--- config.mk ---
export PLATFORM = sky130hd
export DESIGN_NAME = ebus_arb_flat
export DESIGN_NICKNAME = d
export VERILOG_FILES = /design/src/rtl/ebus_arb_if.sv /design/src/rtl/ebus_arb.sv /design/src/flat_wrapper.sv
export SDC_FILE = /design/constraint.sdc
export NUM_CORES = 1
export LEC_CHECK = 0
export CORE_MARGIN = 2
export CORE_UTILIZATION = 37
export CTS_BUF_LIST = sky130_fd_sc_hd__clkbuf_8
export DETAILED_ROUTE_END_ITERATION = 8
export PLACE_DENSITY = 0.92
export SLEW_MARGIN = 20
export SYNTH_ARGS = -nofsm -noshare
export SYNTH_HDL_FRONTEND = slang
export SYNTH_SLANG_ARGS = --single-unit
--- constraint.sdc ---
create_clock -name eboxClk -period 4.5 [get_ports eboxClk]
set_input_delay 0.675 -clock eboxClk [delete_from_list [all_inputs] [get_ports eboxClk]]
set_output_delay 0.675 -clock eboxClk [all_outputs]
set_load 0.1 [all_outputs]
--- src/rtl/ebus_arb_if.sv ---
// Bundle between the EBUS arbiter (slave side) and its requesters (master side).
interface ebus_arb_if #(
    parameter int N_REQ = 4
);
    logic [0:N_REQ-1]    req;
    logic [0:36*N_REQ-1] reqData;
    logic                edpHalfL;
    logic                edpHalfR;
    logic                clrTimeout;
    logic [0:N_REQ-1]    grant;
    logic [0:35]         EBUS;
    logic                ebusBusy;
    logic                CTL_adToEBUS_L;
    logic                CTL_adToEBUS_R;
    logic                ebusTimeout;
    logic [0:2]          timeoutId;

    modport slave (
        input  req, reqData, edpHalfL, edpHalfR, clrTimeout,
        output grant, EBUS, ebusBusy, CTL_adToEBUS_L, CTL_adToEBUS_R, ebusTimeout, timeoutId
    );

    modport master (
        output req, reqData, edpHalfL, edpHalfR, clrTimeout,
        input  grant, EBUS, ebusBusy, CTL_adToEBUS_L, CTL_adToEBUS_R, ebusTimeout, timeoutId
    );
endinterface

--- src/rtl/ebus_arb.sv ---
// Round-robin owner of the shared 36-bit EBUS with a dead TURN cycle between owners and a hold limit.
// Grant is registered one edge after request; EBUS mux is combinational off the grant; owners past HOLD_MAX are forced off.
module ebus_arb #(
    parameter int N_REQ    = 4,
    parameter int HOLD_MAX = 16
) (
    input  logic      eboxClk,
    input  logic      resetN,
    ebus_arb_if.slave bus
);
    localparam int IW = $clog2(N_REQ);

    typedef enum logic [1:0] {IDLE, OWN, TURN} state_t;

    state_t           state_q, state_d;
    logic [0:N_REQ-1] grant_q, grant_d;
    logic [0:N_REQ-1] blocked_q, blocked_d;
    logic [0:N_REQ-1] elig;
    logic [IW-1:0]    last_q, last_d;
    logic [IW-1:0]    cand, win_idx;
    logic             win_vld;
    logic [7:0]       hold_q, hold_d;
    logic             tmo_q, tmo_d;
    logic [2:0]       tmo_id_q, tmo_id_d;
    logic [0:35]      ebus_mux;

    // Search starts one past the last owner, so a just-released owner goes to the back of the line.
    always_comb begin
        elig    = bus.req & ~blocked_q;
        win_vld = 1'b0;
        win_idx = last_q;
        cand    = last_q;
        for (int k = 0; k < N_REQ; k++) begin
            cand = (cand == IW'(N_REQ - 1)) ? '0 : cand + IW'(1);
            if (!win_vld && elig[cand]) begin
                win_vld = 1'b1;
                win_idx = cand;
            end
        end
    end

    always_comb begin
        state_d   = state_q;
        grant_d   = grant_q;
        last_d    = last_q;
        hold_d    = hold_q;
        tmo_d     = tmo_q & ~bus.clrTimeout;
        tmo_id_d  = tmo_id_q;
        blocked_d = blocked_q & bus.req;
        unique case (state_q)
            IDLE, TURN: begin
                grant_d = '0;
                state_d = IDLE;
                if (win_vld) begin
                    grant_d[win_idx] = 1'b1;
                    last_d           = win_idx;
                    hold_d           = '0;
                    state_d          = OWN;
                end
            end
            OWN: begin
                hold_d = hold_q + 8'd1;
                if (!bus.req[last_q]) begin
                    grant_d = '0;
                    state_d = TURN;
                end else if (hold_q == 8'(HOLD_MAX - 1)) begin
                    grant_d           = '0;
                    state_d           = TURN;
                    tmo_d             = 1'b1;
                    tmo_id_d          = 3'(last_q);
                    blocked_d[last_q] = 1'b1;
                end
            end
            default: begin
                grant_d = '0;
                state_d = IDLE;
            end
        endcase
    end

    always_ff @(posedge eboxClk or negedge resetN) begin
        if (!resetN) begin
            state_q   <= IDLE;
            grant_q   <= '0;
            blocked_q <= '0;
            last_q    <= IW'(N_REQ - 1);
            hold_q    <= '0;
            tmo_q     <= 1'b0;
            tmo_id_q  <= '0;
        end else begin
            state_q   <= state_d;
            grant_q   <= grant_d;
            blocked_q <= blocked_d;
            last_q    <= last_d;
            hold_q    <= hold_d;
            tmo_q     <= tmo_d;
            tmo_id_q  <= tmo_id_d;
        end
    end

    // Slot 0 is the EDP, which may drive only one half of the bus.
    always_comb begin
        ebus_mux = '0;
        for (int i = 1; i < N_REQ; i++) begin
            if (grant_q[i]) begin
                ebus_mux = bus.reqData[36*i +: 36];
            end
        end
        if (grant_q[0]) begin
            ebus_mux = {bus.reqData[0:17]  & {18{bus.edpHalfL}},
                        bus.reqData[18:35] & {18{bus.edpHalfR}}};
        end
    end

    assign bus.grant          = grant_q;
    assign bus.EBUS           = ebus_mux;
    assign bus.ebusBusy       = |grant_q;
    assign bus.CTL_adToEBUS_L = grant_q[0] & bus.edpHalfL;
    assign bus.CTL_adToEBUS_R = grant_q[0] & bus.edpHalfR;
    assign bus.ebusTimeout    = tmo_q;
    assign bus.timeoutId      = tmo_id_q;
endmodule

--- src/flat_wrapper.sv ---
// flat-port wrapper written by rule: the top's interface ports become plain ports
module ebus_arb_flat 
#(
    parameter int N_REQ    = 4,
    parameter int HOLD_MAX = 16
)
  (eboxClk, resetN, bus_req, bus_reqData, bus_edpHalfL, bus_edpHalfR, bus_clrTimeout, bus_grant, bus_EBUS, bus_ebusBusy, bus_CTL_adToEBUS_L, bus_CTL_adToEBUS_R, bus_ebusTimeout, bus_timeoutId);
  ebus_arb_if #(.N_REQ(N_REQ)) bus_i ();
  input  logic eboxClk;
  input  logic resetN;
  input wire logic [$bits(bus_i.req)-1:0] bus_req;
  input wire logic [$bits(bus_i.reqData)-1:0] bus_reqData;
  input wire logic [$bits(bus_i.edpHalfL)-1:0] bus_edpHalfL;
  input wire logic [$bits(bus_i.edpHalfR)-1:0] bus_edpHalfR;
  input wire logic [$bits(bus_i.clrTimeout)-1:0] bus_clrTimeout;
  output wire logic [$bits(bus_i.grant)-1:0] bus_grant;
  output wire logic [$bits(bus_i.EBUS)-1:0] bus_EBUS;
  output wire logic [$bits(bus_i.ebusBusy)-1:0] bus_ebusBusy;
  output wire logic [$bits(bus_i.CTL_adToEBUS_L)-1:0] bus_CTL_adToEBUS_L;
  output wire logic [$bits(bus_i.CTL_adToEBUS_R)-1:0] bus_CTL_adToEBUS_R;
  output wire logic [$bits(bus_i.ebusTimeout)-1:0] bus_ebusTimeout;
  output wire logic [$bits(bus_i.timeoutId)-1:0] bus_timeoutId;
  assign bus_i.req = bus_req;
  assign bus_i.reqData = bus_reqData;
  assign bus_i.edpHalfL = bus_edpHalfL;
  assign bus_i.edpHalfR = bus_edpHalfR;
  assign bus_i.clrTimeout = bus_clrTimeout;
  assign bus_grant = bus_i.grant;
  assign bus_EBUS = bus_i.EBUS;
  assign bus_ebusBusy = bus_i.ebusBusy;
  assign bus_CTL_adToEBUS_L = bus_i.CTL_adToEBUS_L;
  assign bus_CTL_adToEBUS_R = bus_i.CTL_adToEBUS_R;
  assign bus_ebusTimeout = bus_i.ebusTimeout;
  assign bus_timeoutId = bus_i.timeoutId;
  ebus_arb #(.N_REQ(N_REQ), .HOLD_MAX(HOLD_MAX)) u_core (.eboxClk(eboxClk), .resetN(resetN), .bus(bus_i));
endmodule
==> flow_summary.yaml <==
setup_path:
  timing.critical_path.from_type: "flop"
  worst_r2r_path_depth: 7
  timing.critical_path.slowest_stage_cell: "sky130_fd_sc_hd__nor2b_2"
  crit_chain: "nor2b_2, buf_4, a22oi_1, nor2_1, a21oi_1, o21ai_1, buf_4"
  critPathKind: "reg -> out"
  critical_path_arrival_ns: 2.61
  cp.required_ns: 3.83
  critPathCaptureType: "primary output"
  max_stage_delay_ns: 0.84
  critical_path_peak_fanout: 26
  worst_path_most_repeated_cell: "sky130_fd_sc_hd__buf_4"
logic_synthesis:
  compound_gate_fraction_of_synth_area_pct: 38.4
  synth_top_family_by_area: "compound AO/OA/AOI/OAI gates"
  yosys-mux-area-fraction_pct: 2.87
  sequential_share_of_the_synthesized_area_pct: 23.7
  fraction_of_synthesized_cell_area_in_xor_and_xnor_cells_pct: 0.359
  synthesis.area_mm2: 0.00244
  ys.warnings.count: 0
  avgSynthCellArea_um2: 6.85
  most_common_flop_cell_mapped_by_yosys: "sky130_fd_sc_hd__dfrtp_1"
  synth_largest_type_area_fraction_pct: 21.5
  post_synthesis_register_bit_count: 23
  share_of_flip_flops_with_an_asynchronous_set_or_reset_pct: 100
  yosys.area_share.simple_pct: 24.3
  synthAdderAreaFrac_pct: 2.56
  synth_enable_flop_cells: 0
  synth.net_count: 514
  yosysUniqueCellTypes: 45
  netlist.top_cell.by_area: "sky130_fd_sc_hd__dfrtp_1"
  syn-instance-count: 356
  netlist_top_cells_area: "sky130_fd_sc_hd__dfrtp_1, sky130_fd_sc_hd__a22oi_1, sky130_fd_sc_hd__o21ai_0, sky130_fd_sc_hd__a21oi_1, sky130_fd_sc_hd__nand2_1"
placement:
  place_worst_setup_slack_ns: 1.53
  postPlaceCellArea_mm2: 0.00429
  gp_congestion: 0.966
  place_hpwl_um: 8280
  port_buffers: 198
grt:
  global_route.overflow_total: 0
  grt_pass1_vias: 3282
  grt.total_usage_pct: 27.7
  number_of_antenna_violations_at_the_first_check_in_global_routing: 0
  grt_max_degree: 65
  global_route_wire_length_before_repair_um: 16300
final_layout:
  utilization_pct: 68.2
  final_cell_mix: "sky130_fd_sc_hd__clkdlybuf4s50_1, sky130_fd_sc_hd__nand2_1, sky130_fd_sc_hd__nor2_1"
  antenna_cells: 0
  layout.cell_area.non_filler_mm2: 0.00433
  drive_above_1_share_pct: 11.9
  most_common_library_cell_in_the_layout_ignoring_fill_and_taps: "sky130_fd_sc_hd__clkdlybuf4s50_1"
  layout.nets: 689
  layout-area-overhead-vs-synth_pct: 77.4
sta:
  max_freq_mhz: 305
  final-max-slew-violation-count: 0
  relSlewSlack_pct: 30.1
  timing_worst_slew_pin_value_ns: 1.05
  timing_hold_violations_final: 0
  timing.final.ws_setup_ns: 1.22
  hold_ws_ns: 0.367
  layout_min_cycle_time_ns: 3.28
  report.final.setup_viol: 0
  final_min_period_over_clock_period_pct: 72.9
  setup-tns-final_ns: 0
  fin_skew_ns: 0.00142
  unrepaired_setup_endpoints_after_global_routing: "no"
routing:
  dr.first_iter.drc_count: 157
  vias: 3406
  vias_per_cell: 5.61
  drt-pass1-iter-count: 4
  post-route-drc-count: 0
  wl_per_cell_um: 17.3
  routed_wirelength_um: 10500
  drtAntennaViolNets: 0
cts:
  clk_pin_slew_ns: 0.09
  clock_tree_from_tritoncts: "done"
  cts.hold.buffers_added: 0
  post_cts_resize_count: 0
  cts_inserted_buffers: 3
  htree_num_levels: 1
  post-cts-setup-buffers: 0
  clock_sinks: 23
  clockBufferDepth: 2
  clk_root_buffer_cell: "sky130_fd_sc_hd__clkbuf_8"
  clk_latency_ns: 0.27
floorplan:
  floorplan.initialDensity_pct: 38.4
  dieWidth_um: 85.2
  fp.dieH_um: 85.2
  placementRows: 29
  design.portCount: 200
  floorplan.die_area_mm2: 0.00726
  core_mm2: 0.00635
power:
  worst_ir_drop_vdd_mv: 0.497
  static_power_due_to_leakage_uw: 0.00178
  pwr_density_cell_mw_per_mm2: 590
run:
  maxCapViolations: 0
run_status:
  status: "completed"
min_path:
  worstHoldPathType: "in -> async"
-- report_power, final --
part | total (uW) | switching (uW) | internal [uW] | leakage (uW)
Clock | 133 | 71.4 | 62.0 | 0.0000255
Combinational | 2110 | 1550 | 560 | 0.00145
Sequential | 312 | 57.0 | 255 | 0.000304
Total | 2550 | 1680 | 878 | 0.00178
-- kinds of logic after synthesis --
kind of cell | Yosys count
AOI/OAI and AO/OA | 151
buffers and inverters | 37
DFF | 23
xor gates and xnor gates | 1
adders and majority gates | 5
muxes | 5
other | 1
and+or+nand+nor | 133
-- routing by layer --
layer,global-route usage (%),wire (um),share of wire [%],vias to the layer above
li1,-,-,-,1644
met1,35.3,4200,40,1571
met2,46.7,5150,49,161
met3,3.99,750,7.2,30
met4,11.5,392,3.7,0
met5,0,0,0,-
-- path summary, 6_finish.rpt --
kind	end	slack, ns	startpoint
max reg2reg	u_core.bus.grant[3]$_DFFE_PN0P_	2.13	u_core.last_q[0]$_DFFE_PN1P_
min in group eboxClk	u_core.bus.ebusTimeout$_DFF_PN0_	0.49	u_core.bus.ebusTimeout$_DFF_PN0_
max in group asynchronous	u_core.bus.grant[3]$_DFFE_PN0P_	3.76	resetN
min	u_core.bus.timeoutId[2]$_DFFE_PN0P_	0.37	resetN
max	bus_EBUS[32]	1.22	u_core.bus.grant[1]$_DFFE_PN0P_
min reg2reg	u_core.bus.ebusTimeout$_DFF_PN0_	0.49	u_core.bus.ebusTimeout$_DFF_PN0_
-- layout make-up --
cell class                      count  area [um2]
Timing Repair Buffer              202        1910
Sequential cell                    23         579
Fill cell                         537        2020
Clock inverter                      1        5.00
Tap cell                           77        96.3
Multi-Input combinational cell    296        1680
Inverter                            5        18.8
Clock buffer                        3        41.3
-- critical path, delay by kind of cell, from the launching register on --
family,cells,cell delay (ns)
flip-flops,1,0.40
buffers and inverters,2,0.62
AND/OR/NAND/NOR,2,0.97
AO/OA/AOI/OAI,3,0.33
-- synthesized netlist by cell type, types with 3 or more instances --
cell type	instances
sky130_fd_sc_hd__a21oi_1	41
sky130_fd_sc_hd__a22o_1	5
sky130_fd_sc_hd__a22oi_1	35
sky130_fd_sc_hd__and3_1	4
sky130_fd_sc_hd__buf_4	3
sky130_fd_sc_hd__buf_6	5
sky130_fd_sc_hd__clkbuf_1	24
sky130_fd_sc_hd__dfrtp_1	21
sky130_fd_sc_hd__ha_1	5
sky130_fd_sc_hd__inv_1	5
sky130_fd_sc_hd__mux2_2	3
sky130_fd_sc_hd__nand2_1	48
sky130_fd_sc_hd__nand2b_1	3
sky130_fd_sc_hd__nand3_1	11
sky130_fd_sc_hd__nand4_1	3
sky130_fd_sc_hd__nor2_1	48
sky130_fd_sc_hd__nor2b_1	3
sky130_fd_sc_hd__o21ai_0	52
sky130_fd_sc_hd__or4_1	3
-- metrics by stage --
step | power (uW) | instances
after floorplan | 1950 | 356
after global placement | 2380 | 603
after detailed placement | 2410 | 603
after CTS | 2550 | 607
after global routing | 2680 | 607
final | 2550 | 607
-- state kept, by name, indices dropped and copies added, names as in the netlist --
| signal | count |
|---|---|
| u_core.bus.timeoutId | 2 |
| u_core.blocked_q | 4 |
| u_core.hold_q | 8 |
| u_core.bus.grant | 4 |
| u_core.state_q | 2 |
| u_core.last_q | 2 |
| u_core.bus.ebusTimeout | 1 |
Power figures use the tool's default switching activity.
